<file path="config.mk">
export PLATFORM = sky130hd
export DESIGN_NAME = vx_fpu_round_pipe_flat
export DESIGN_NICKNAME = d
export VERILOG_FILES = /design/src/rtl/vx_fpu_round_pipe_pkg.sv /design/src/rtl/vx_fpu_round_pipe_if.sv /design/src/rtl/vx_fpu_round_lane.sv /design/src/rtl/vx_fpu_round_pipe.sv /design/src/flat_wrapper.sv
export SDC_FILE = /design/constraint.sdc
export NUM_CORES = 1
export LEC_CHECK = 0
export ABC_AREA = 1
export CAP_MARGIN = 20
export CORE_ASPECT_RATIO = 0.7
export CORE_MARGIN = 2
export CORE_UTILIZATION = 54
export CTS_BUF_LIST = sky130_fd_sc_hd__clkbuf_8 sky130_fd_sc_hd__clkbuf_16
export CTS_CLUSTER_DIAMETER = 40
export CTS_CLUSTER_SIZE = 24
export DETAILED_ROUTE_END_ITERATION = 16
export PLACE_DENSITY_LB_ADDON = 0.2
export SLEW_MARGIN = 25
export SYNTH_ARGS = -nofsm -noshare
export SYNTH_HDL_FRONTEND = slang
export SYNTH_HIERARCHICAL = 1
export SYNTH_SLANG_ARGS = --single-unit
</file>
<file path="constraint.sdc">
create_clock -name clk -period 2.25 [get_ports clk]
set_clock_uncertainty 0.2 [all_clocks]
set_input_delay 0.5625 -clock clk [delete_from_list [all_inputs] [get_ports clk]]
set_output_delay 0.5625 -clock clk [all_outputs]
set_load 0.01 [all_outputs]
</file>
<file path="src/rtl/vx_fpu_round_pipe_pkg.sv">
// Shared FPU rounding definitions: INST_FRM rounding-mode encodings, the
// {NV,DZ,OF,UF,NX} exception-flag struct, and helpers that build the
// max-finite and infinity magnitude patterns for any exponent/mantissa width.
package vx_fpu_round_pipe_pkg;

  localparam logic [2:0] INST_FRM_RNE = 3'b000;
  localparam logic [2:0] INST_FRM_RTZ = 3'b001;
  localparam logic [2:0] INST_FRM_RDN = 3'b010;
  localparam logic [2:0] INST_FRM_RUP = 3'b011;
  localparam logic [2:0] INST_FRM_RMM = 3'b100;

  localparam int unsigned FFLAGS_BITS = 5;

  typedef struct packed {
    logic nv;
    logic dz;
    logic of;
    logic uf;
    logic nx;
  } fflags_t;

  // Magnitude (sign excluded) of the largest finite value: exp all-ones-minus-1, man all ones.
  function automatic logic [63:0] fp_max_finite(input int unsigned exp_bits,
                                                 input int unsigned man_bits);
    return (((64'd1 << exp_bits) - 64'd2) << man_bits) | ((64'd1 << man_bits) - 64'd1);
  endfunction

  // Magnitude (sign excluded) of infinity: exp all ones, man zero.
  function automatic logic [63:0] fp_inf(input int unsigned exp_bits,
                                         input int unsigned man_bits);
    return ((64'd1 << exp_bits) - 64'd1) << man_bits;
  endfunction

endpackage

</file>
<file path="src/rtl/vx_fpu_round_pipe_if.sv">
// Request/response bundle of the rounding pipe.
//   master: producer of requests and consumer of results (normaliser/arbiter side)
//   slave : the rounding pipe itself
// Request : valid_in/ready_in, rnd_mode_in, tag_in, sign_in, exp_in, man_in, rs_in, eff_sub_in
// Response: valid_out/ready_out, tag_out, result_out, fflags_out
interface vx_fpu_round_pipe_if #(
  parameter int unsigned NUM_LANES = 4,
  parameter int unsigned EXP_BITS  = 8,
  parameter int unsigned MAN_BITS  = 23,
  parameter int unsigned TAG_WIDTH = 8
);
  logic                                        valid_in;
  logic                                        ready_in;
  logic [2:0]                                  rnd_mode_in;
  logic [TAG_WIDTH-1:0]                        tag_in;
  logic [NUM_LANES-1:0]                        sign_in;
  logic [NUM_LANES*(EXP_BITS+1)-1:0]           exp_in;
  logic [NUM_LANES*MAN_BITS-1:0]               man_in;
  logic [NUM_LANES*2-1:0]                      rs_in;
  logic [NUM_LANES-1:0]                        eff_sub_in;
  logic                                        valid_out;
  logic                                        ready_out;
  logic [TAG_WIDTH-1:0]                        tag_out;
  logic [NUM_LANES*(1+EXP_BITS+MAN_BITS)-1:0]  result_out;
  logic [NUM_LANES*5-1:0]                      fflags_out;

  modport master (
    output valid_in, rnd_mode_in, tag_in, sign_in, exp_in, man_in, rs_in, eff_sub_in, ready_out,
    input  ready_in, valid_out, tag_out, result_out, fflags_out
  );

  modport slave (
    input  valid_in, rnd_mode_in, tag_in, sign_in, exp_in, man_in, rs_in, eff_sub_in, ready_out,
    output ready_in, valid_out, tag_out, result_out, fflags_out
  );
endinterface

</file>
<file path="src/rtl/vx_fpu_round_lane.sv">
// Combinational per-lane rounding, split into two independent halves so the
// top can place an optional pipeline register between them.
//   Round half: rnd_mode_i, sign_i, exp_i, man_i, rs_i, eff_sub_i -> mid_o
//     mid_o = {sign, pre_ovf, inexact, mode, rounded {exp,man}}
//   Pack half : mid_i -> result_o (packed IEEE), fflags_o {NV,DZ,OF,UF,NX}
module vx_fpu_round_lane
  import vx_fpu_round_pipe_pkg::*;
#(
  parameter int unsigned EXP_BITS = 8,
  parameter int unsigned MAN_BITS = 23
) (
  input  logic [2:0]                   rnd_mode_i,
  input  logic                         sign_i,
  input  logic [EXP_BITS:0]            exp_i,
  input  logic [MAN_BITS-1:0]          man_i,
  input  logic [1:0]                   rs_i,
  input  logic                         eff_sub_i,
  output logic [EXP_BITS+MAN_BITS+5:0] mid_o,
  input  logic [EXP_BITS+MAN_BITS+5:0] mid_i,
  output logic [EXP_BITS+MAN_BITS:0]   result_o,
  output fflags_t                      fflags_o
);
  localparam int unsigned EM = EXP_BITS + MAN_BITS;
  localparam logic [EXP_BITS:0] ExpOvf = {1'b0, {EXP_BITS{1'b1}}};
  localparam logic [EM-1:0] MaxFin = EM'(fp_max_finite(EXP_BITS, MAN_BITS));
  localparam logic [EM-1:0] Inf    = EM'(fp_inf(EXP_BITS, MAN_BITS));

  // Round half
  logic [2:0]    mode;
  logic          round_up;
  logic          zero_exact;
  logic          sign_rnd;
  logic          pre_ovf;
  logic [EM-1:0] sum;

  always_comb begin
    mode = (rnd_mode_i > INST_FRM_RMM) ? INST_FRM_RNE : rnd_mode_i;
    case (mode)
      INST_FRM_RNE: round_up = rs_i[1] & (rs_i[0] | man_i[0]);
      INST_FRM_RDN: round_up = sign_i & (|rs_i);
      INST_FRM_RUP: round_up = ~sign_i & (|rs_i);
      INST_FRM_RMM: round_up = rs_i[1];
      default:      round_up = 1'b0;
    endcase
    // Adding into the packed {exp,man} lets a mantissa carry bump the exponent.
    sum        = {exp_i[EXP_BITS-1:0], man_i} + EM'(round_up);
    pre_ovf    = exp_i >= ExpOvf;
    zero_exact = (exp_i == '0) && (man_i == '0) && (rs_i == 2'b00);
    sign_rnd   = (zero_exact && eff_sub_i) ? (mode == INST_FRM_RDN) : sign_i;
  end

  assign mid_o = {sign_rnd, pre_ovf, |rs_i, mode, sum};

  // Pack half
  logic          p_sign;
  logic          p_pre_ovf;
  logic          p_inexact;
  logic [2:0]    p_mode;
  logic [EM-1:0] p_sum;
  logic          ovf;
  logic          to_inf;
  logic          nx;
  logic [EM-1:0] body;

  assign {p_sign, p_pre_ovf, p_inexact, p_mode, p_sum} = mid_i;

  always_comb begin
    ovf = p_pre_ovf | (&p_sum[EM-1:MAN_BITS]);
    case (p_mode)
      INST_FRM_RNE, INST_FRM_RMM: to_inf = 1'b1;
      INST_FRM_RUP:               to_inf = ~p_sign;
      INST_FRM_RDN:               to_inf = p_sign;
      default:                    to_inf = 1'b0;
    endcase
    body        = ovf ? (to_inf ? Inf : MaxFin) : p_sum;
    nx          = p_inexact | ovf;
    fflags_o    = '0;
    fflags_o.of = ovf;
    fflags_o.nx = nx;
    // Tininess after rounding; an overflowed result never has a zero exponent.
    fflags_o.uf = nx & ~ovf & (p_sum[EM-1:MAN_BITS] == '0);
  end

  assign result_o = {p_sign, body};

endmodule

</file>
<file path="src/rtl/vx_fpu_round_pipe.sv">
// Multi-lane IEEE-754 round-and-pack stage with a valid/ready elastic handshake.
// Ports:
//   clk     : clock
//   reset_n : asynchronous active-low reset, drops all in-flight beats
//   bus     : vx_fpu_round_pipe_if slave (request in, packed result + fflags out)
// Build option FPU_ROUND_PIPE_REG_EN: when defined, a register is inserted
// between the round/add half and the overflow/pack/flags half (latency 2);
// otherwise a single output register gives latency 1.
module vx_fpu_round_pipe
  import vx_fpu_round_pipe_pkg::*;
#(
  parameter int unsigned NUM_LANES = 4,
  parameter int unsigned EXP_BITS  = 8,
  parameter int unsigned MAN_BITS  = 23,
  parameter int unsigned TAG_WIDTH = 8
) (
  input logic              clk,
  input logic              reset_n,
  vx_fpu_round_pipe_if.slave bus
);
  localparam int unsigned FLen = 1 + EXP_BITS + MAN_BITS;
  localparam int unsigned MidW = 6 + EXP_BITS + MAN_BITS;

  logic [NUM_LANES*MidW-1:0]        mid_a;
  logic [NUM_LANES*MidW-1:0]        mid_b;
  logic [NUM_LANES*FLen-1:0]        res_b;
  logic [NUM_LANES*FFLAGS_BITS-1:0] flg_b;

  for (genvar l = 0; l < NUM_LANES; l++) begin : g_lane
    vx_fpu_round_lane #(
      .EXP_BITS(EXP_BITS),
      .MAN_BITS(MAN_BITS)
    ) u_lane (
      .rnd_mode_i(bus.rnd_mode_in),
      .sign_i    (bus.sign_in[l]),
      .exp_i     (bus.exp_in[l*(EXP_BITS+1) +: EXP_BITS+1]),
      .man_i     (bus.man_in[l*MAN_BITS +: MAN_BITS]),
      .rs_i      (bus.rs_in[l*2 +: 2]),
      .eff_sub_i (bus.eff_sub_in[l]),
      .mid_o     (mid_a[l*MidW +: MidW]),
      .mid_i     (mid_b[l*MidW +: MidW]),
      .result_o  (res_b[l*FLen +: FLen]),
      .fflags_o  (flg_b[l*FFLAGS_BITS +: FFLAGS_BITS])
    );
  end

  logic                             out_valid_q;
  logic [TAG_WIDTH-1:0]             out_tag_q;
  logic [NUM_LANES*FLen-1:0]        out_res_q;
  logic [NUM_LANES*FFLAGS_BITS-1:0] out_flg_q;
  logic                             out_ready;
  logic                             st_valid;
  logic [TAG_WIDTH-1:0]             st_tag;

  // Output register may load when empty or draining this cycle.
  assign out_ready = ~out_valid_q | bus.ready_out;

`ifdef FPU_ROUND_PIPE_REG_EN
  logic                      mid_valid_q;
  logic [TAG_WIDTH-1:0]      mid_tag_q;
  logic [NUM_LANES*MidW-1:0] mid_q;

  assign bus.ready_in = ~mid_valid_q | out_ready;

  always_ff @(posedge clk or negedge reset_n) begin
    if (!reset_n) begin
      mid_valid_q <= 1'b0;
      mid_tag_q   <= '0;
      mid_q       <= '0;
    end else if (bus.ready_in) begin
      mid_valid_q <= bus.valid_in;
      if (bus.valid_in) begin
        mid_tag_q <= bus.tag_in;
        mid_q     <= mid_a;
      end
    end
  end

  assign mid_b    = mid_q;
  assign st_valid = mid_valid_q;
  assign st_tag   = mid_tag_q;
`else
  assign bus.ready_in = out_ready;
  assign mid_b        = mid_a;
  assign st_valid     = bus.valid_in;
  assign st_tag       = bus.tag_in;
`endif

  always_ff @(posedge clk or negedge reset_n) begin
    if (!reset_n) begin
      out_valid_q <= 1'b0;
      out_tag_q   <= '0;
      out_res_q   <= '0;
      out_flg_q   <= '0;
    end else if (out_ready) begin
      out_valid_q <= st_valid;
      if (st_valid) begin
        out_tag_q <= st_tag;
        out_res_q <= res_b;
        out_flg_q <= flg_b;
      end
    end
  end

  assign bus.valid_out  = out_valid_q;
  assign bus.tag_out    = out_tag_q;
  assign bus.result_out = out_res_q;
  assign bus.fflags_out = out_flg_q;

endmodule

</file>
<file path="src/flat_wrapper.sv">
// flat-port wrapper written by rule: the top's interface ports become plain ports
module vx_fpu_round_pipe_flat import vx_fpu_round_pipe_pkg::*;
#(
  parameter int unsigned NUM_LANES = 4,
  parameter int unsigned EXP_BITS  = 8,
  parameter int unsigned MAN_BITS  = 23,
  parameter int unsigned TAG_WIDTH = 8
)
  (clk, reset_n, bus_valid_in, bus_rnd_mode_in, bus_tag_in, bus_sign_in, bus_exp_in, bus_man_in, bus_rs_in, bus_eff_sub_in, bus_ready_out, bus_ready_in, bus_valid_out, bus_tag_out, bus_result_out, bus_fflags_out);
  vx_fpu_round_pipe_if #(.NUM_LANES(NUM_LANES), .EXP_BITS(EXP_BITS), .MAN_BITS(MAN_BITS), .TAG_WIDTH(TAG_WIDTH)) bus_i ();
  input logic clk;
  input logic reset_n;
  input wire logic [$bits(bus_i.valid_in)-1:0] bus_valid_in;
  input wire logic [$bits(bus_i.rnd_mode_in)-1:0] bus_rnd_mode_in;
  input wire logic [$bits(bus_i.tag_in)-1:0] bus_tag_in;
  input wire logic [$bits(bus_i.sign_in)-1:0] bus_sign_in;
  input wire logic [$bits(bus_i.exp_in)-1:0] bus_exp_in;
  input wire logic [$bits(bus_i.man_in)-1:0] bus_man_in;
  input wire logic [$bits(bus_i.rs_in)-1:0] bus_rs_in;
  input wire logic [$bits(bus_i.eff_sub_in)-1:0] bus_eff_sub_in;
  input wire logic [$bits(bus_i.ready_out)-1:0] bus_ready_out;
  output wire logic [$bits(bus_i.ready_in)-1:0] bus_ready_in;
  output wire logic [$bits(bus_i.valid_out)-1:0] bus_valid_out;
  output wire logic [$bits(bus_i.tag_out)-1:0] bus_tag_out;
  output wire logic [$bits(bus_i.result_out)-1:0] bus_result_out;
  output wire logic [$bits(bus_i.fflags_out)-1:0] bus_fflags_out;
  assign bus_i.valid_in = bus_valid_in;
  assign bus_i.rnd_mode_in = bus_rnd_mode_in;
  assign bus_i.tag_in = bus_tag_in;
  assign bus_i.sign_in = bus_sign_in;
  assign bus_i.exp_in = bus_exp_in;
  assign bus_i.man_in = bus_man_in;
  assign bus_i.rs_in = bus_rs_in;
  assign bus_i.eff_sub_in = bus_eff_sub_in;
  assign bus_i.ready_out = bus_ready_out;
  assign bus_ready_in = bus_i.ready_in;
  assign bus_valid_out = bus_i.valid_out;
  assign bus_tag_out = bus_i.tag_out;
  assign bus_result_out = bus_i.result_out;
  assign bus_fflags_out = bus_i.fflags_out;
  vx_fpu_round_pipe #(.NUM_LANES(NUM_LANES), .EXP_BITS(EXP_BITS), .MAN_BITS(MAN_BITS), .TAG_WIDTH(TAG_WIDTH)) u_core (.clk(clk), .reset_n(reset_n), .bus(bus_i));
endmodule
</file>
==> results of run 1 <==
[cell usage after synthesis, types with 8 or more instances]
master and count:
buf_2 41, buf_4 34, buf_6 16, dfrtp_1 157, ha_1 8, inv_1 125
inv_2 8, nand2_1 825, nand2_2 14, nand2_4 12, nand3_1 172, nand4_1 12
nor2_1 244, nor2_2 24, nor2_4 16, nor3_1 12, nor3_2 8, nor4_1 8
o21ai_0 8, or2_2 12, xnor2_1 16, xor2_1 100
[through the flow]
step / util / hold slack, ns / setup TNS [ns] / std cells / setup slack [ns]
after floorplan: - / 0.0669 / -98.41 / 1908 / -0.783
after global placement: 0.789 / 0.253 / -208.50 / 2727 / -1.66
after detailed placement: 0.789 / 0.258 / -224.25 / 2727 / -1.78
after CTS: 0.871 / 0.274 / -101.59 / 2835 / -0.803
[kinds of logic after synthesis]
| group | synth area share |
|---|---|
| xor+xnor | 0.0883 |
| flops | 0.321 |
| buf+inv | 0.0963 |
| compound gates | 0.00858 |
| fa+ha+maj | 0.00817 |
| other cells | 0.00123 |
| simple gates | 0.477 |
[per-layer routing]
metal,overflow,global-route usage
met5,0,0.190
met4,4,0.701
met3,0,0.581
met1,0,0.733
met2,0,0.919
[repair_timing]
item                                    4_1_cts
gates resized for setup                     183
setup buffers                                60
hold buffers                                  1
gates cloned                                 17
hold endpoints to repair                     24
pin swaps                                   106
endpoints found under the setup margin      137
==> flow_summary.json, run 1 <==
{
  "status": "aborted with a tool error",
  "haltStage": "global routing",
  "toolErrorMsg": "[ERROR GRT-0232] Routing congestion too high. Check the congestion heatmap in the GUI.",
  "root_buffer": "clkbuf_16",
  "synthCells": 1904,
  "grt_max_degree": 71,
  "die_h_um": 130,
  "yosysTopAreaCell": "dfrtp_1",
  "synth_top_area_frac": 0.321,
  "ys_warn_count": 6,
  "place_congestion": 0.973,
  "avgSynthCellArea_sq_um": 6.43,
  "die_w_um": 184,
  "ctsHtreeMaxLevel": 4,
  "synth_area_leaders": "dfrtp_1, nand2_1, nor2_1",
  "num_rows": 46,
  "synth_seq_cells": 157,
  "worst_endpoint_kind": "register data pin",
  "clockBufferDepth": 2,
  "numCtsBuffers": 17,
  "seq_area_frac_synth": 0.321,
  "ios": 317,
  "synth_cell_types": 30,
  "port_buffers": 316,
  "start_util": 0.546,
  "clock-sinks": 157,
  "dpl.hpwl_mm": 32.9,
  "synth-edff-count": 0,
  "grt_usage": 0.730,
  "synth-main-ff-cell": "dfrtp_1",
  "synthesis.area_sq_mm": 0.0122,
  "synthArstFlopShare": 1.00,
  "dpl_cell_area_sq_mm": 0.0177,
  "grt-worst-endpoint": "u_core/bus.result_out[23]$_DFFE_PN0P_/D",
  "overflow": 4
}
==> run 2: changes to the inputs <==
CORE_ASPECT_RATIO = default   (was 0.7)
CORE_UTILIZATION = 40   (was 54)
CTS_BUF_LIST = default   (was sky130_fd_sc_hd__clkbuf_8 sky130_fd_sc_hd__clkbuf_16)
CTS_CLUSTER_DIAMETER = default   (was 40)
CTS_CLUSTER_SIZE = default   (was 24)
PLACE_DENSITY_LB_ADDON = 0.15   (was 0.2)
==> run 2 against run 1 <==
Against the previous run: the flow now finishes, with violations (negative setup slack); synthesized cell count did not move; area after synthesis stayed put.
==> flow_summary.json, run 2 <==
{
  "status": "finished, violations left",
  "violations": "negative setup slack",
  "ctsHtreeMaxLevel": 4,
  "crit_arrival_ns": 3.35,
  "syn_to_final_growth_pct": 71.9,
  "final-hold-violation-count": 0,
  "hold_ws_ns": 0.269,
  "largest_reg_flops": 128,
  "dpl.hpwl_mm": 32.7,
  "cp.required_ns": 2.37,
  "antenna_found_initial": 2,
  "setup_viol": 136,
  "cts_tree": "done",
  "powerDensity_mw_per_mm2": 486,
  "synthesis.area_sq_mm": 0.0122,
  "post-route-util": 0.694,
  "seq_area_sq_mm": 0.00393,
  "vdd_drop_max_mv": 0.525,
  "wl_per_cell_um": 16.0,
  "fill_cells": 2641,
  "synth_area_leaders": "dfrtp_1, nand2_1, nor2_1",
  "start_util": 0.404,
  "total_power_mw": 10.2,
  "drt_iter0_markers": 760,
  "synth_top_area_frac": 0.321,
  "synthArstFlopShare": 1.00,
  "die_w_um": 179,
  "ios": 317,
  "routed_wl_mm": 47.9,
  "slew_headroom": 0.539,
  "synth_common_cells": "nand2_1, nor2_1, nand3_1",
  "via_count": 14400,
  "grt_max_degree": 77,
  "cp_top_family": "simple AND/OR/NAND/NOR gates",
  "cp-end-kind": "flip-flop",
  "maxCapViolCount": 0,
  "slowest_delay_ns": 0.35,
  "multi_input_area_sq_mm": 0.00882,
  "die_h_um": 179,
  "avgSynthCellArea_sq_um": 6.43,
  "core_area_sq_mm": 0.0303,
  "grt_pass1_vias": 14100,
  "crit_fanout": 7,
  "cp_num_buf_inv": 5,
  "viasPerCell": 4.83,
  "nets": 2742,
  "numCtsBuffers": 17,
  "synth_cell_types": 30,
  "cellLeakagePower_nw": 10.4,
  "final_max_slew_viol_count": 0,
  "path_depth": 22,
  "clock-sinks": 157,
  "worst_path_max_delay_cell": "dlygate4sd2_1",
  "timing.final.crit_period_ns": 3.24,
  "route.detailed.drc": 0,
  "drtPass1Iterations": 5,
  "seq_area_frac_synth": 0.321,
  "most-common-layout-cells": "nand2_1, buf_4, clkdlybuf4s50_1",
  "overflow": 0,
  "worst-setup-path-type": "input pin to flip-flop",
  "mostFrequentLayoutCell": "nand2_1",
  "clkLatencyLatePin_ns": 0.43,
  "min_period_over_period": 1.44,
  "place_congestion": 0.961,
  "cp_common_cell": "nand2_1",
  "port_buffers": 316,
  "synth-edff-count": 0,
  "start_kind": "input pin",
  "synth_seq_cells": 157,
  "synthCells": 1904,
  "post-synth-top-count-cell": "nand2_1",
  "grt_pass1_wl_mm": 72.2,
  "clockBufferDepth": 2,
  "ys_warn_count": 6,
  "place_ws_ns": -1.77,
  "worstMarginPinSlew_ns": 0.691,
  "die_area_sq_mm": 0.0320,
  "grt_usage": 0.288,
  "holdPathStages": 2,
  "drive_gt1_frac": 0.327,
  "clk_pin_slew_ns": 0.06,
  "num_rows": 64,
  "finalWorstSetupSlack_ns": -0.987,
  "synth-main-ff-cell": "dfrtp_1",
  "rsz0062_at_grt": "true",
  "yosysTopAreaCell": "dfrtp_1",
  "hp-class": "flip-flop to flip-flop",
  "ant_nets": 0,
  "clock.fmax_mhz": 309,
  "cp_cell_sequence": "dlygate4sd2_1 > nor2_2 > inv_1 > nand3_1 > o21ai_2 > ha_2 > ha_4 > nand3_4 > inv_4 > nand2_4 > nor2_4 > nand2_2 > xor2_2 > inv_2 > nor3_4 > nand2_4 > nand2_8 > clkinv_8 > nand2_1 > nand2_1 > nand3_1 > nand2_1",
  "ff2ff_path_depth": 5,
  "root_buffer": "clkbuf_16"
}
run 2: cell counts after synthesis:
No cell type changed its count.
run 2: path summary, 6_finish.rpt:
kind                                       startpoint  slack, ns                         end
setup / recovery                         bus_rs_in[4]      -0.99   u_core/bus.result_out[69]
hold / removal             u_core/bus.result_out[117]       0.27  u_core/bus.result_out[117]
setup reg to reg                 u_core/bus.valid_out       0.50   u_core/bus.result_out[94]
hold reg to reg            u_core/bus.result_out[117]       0.27  u_core/bus.result_out[117]
max in group asynchronous                     reset_n       0.83   u_core/bus.result_out[21]
min in group asynchronous                     reset_n       0.41   u_core/bus.result_out[81]
run 2: what timing repair did:
item	CTS	global route
resized for setup	208	220
gates cloned	18	6
endpoints found under the hold margin	34	0
endpoints found under the setup margin	137	136
buffers inserted	68	21
hold buffers	1	0
pin swaps	112	114
run 2: worst register-to-register path: stages (launching register included):
cell and delay, ns:
dfrtp_1 0.41, nand2_4 0.09, buf_4 0.31, buf_12 0.40, nand3_1 0.19, nand2_1 0.10
run 2: logic make-up after synthesis:
family | count (synthesis) | synth area share
adder cells (fa/ha/maj) | 8 | 0.00817
AO/OA/AOI/OAI | 16 | 0.00858
other | 4 | 0.00123
buffers and inverters | 232 | 0.0963
XOR/XNOR | 120 | 0.0883
AND/OR/NAND/NOR | 1367 | 0.477
flip-flops | 157 | 0.321
run 2: cell type report:
class                      instances  area share
multi-input combinational       1532       0.419
timing repair buffer             721       0.309
timing repair inverter             9     0.00695
tap                              396      0.0235
clock buffer                      19      0.0215
antenna                            3    0.000357
clock inverter                    13     0.00612
sequential                       157       0.187
inverter                         137      0.0273
run 2: stage by stage:
stage          instances  TNS (ns)  instance area [sq um]
6_report            2987   -115.22                  21100
3_5_place_dp        2843   -218.36                  18000
5_1_grt             2986   -134.92                  21100
4_1_cts             2959    -95.66                  20000
2_1_floorplan       1908    -98.41                  12400
3_3_place_gp        2843   -210.90                  18000
run 2: report_power, final:
group | switching [mW] | internal [mW] | leakage [nW]
logic | 1.91 | 1.90 | 8.15
clock network | 1.31 | 1.61 | 0.280
registers | 0.256 | 3.24 | 1.94
total | 3.48 | 6.75 | 10.4
run 2: per-layer routing:
layer | up-vias | global-route usage | share of wire
li1 | 7157 | - | -
met1 | 6774 | 0.358 | 0.42
met2 | 395 | 0.506 | 0.49
met3 | 90 | 0.0486 | 0.055
met4 | 0 | 0.0925 | 0.029
met5 | - | 0 | 0
No activity file was read; power rests on OpenSTA's default activity.
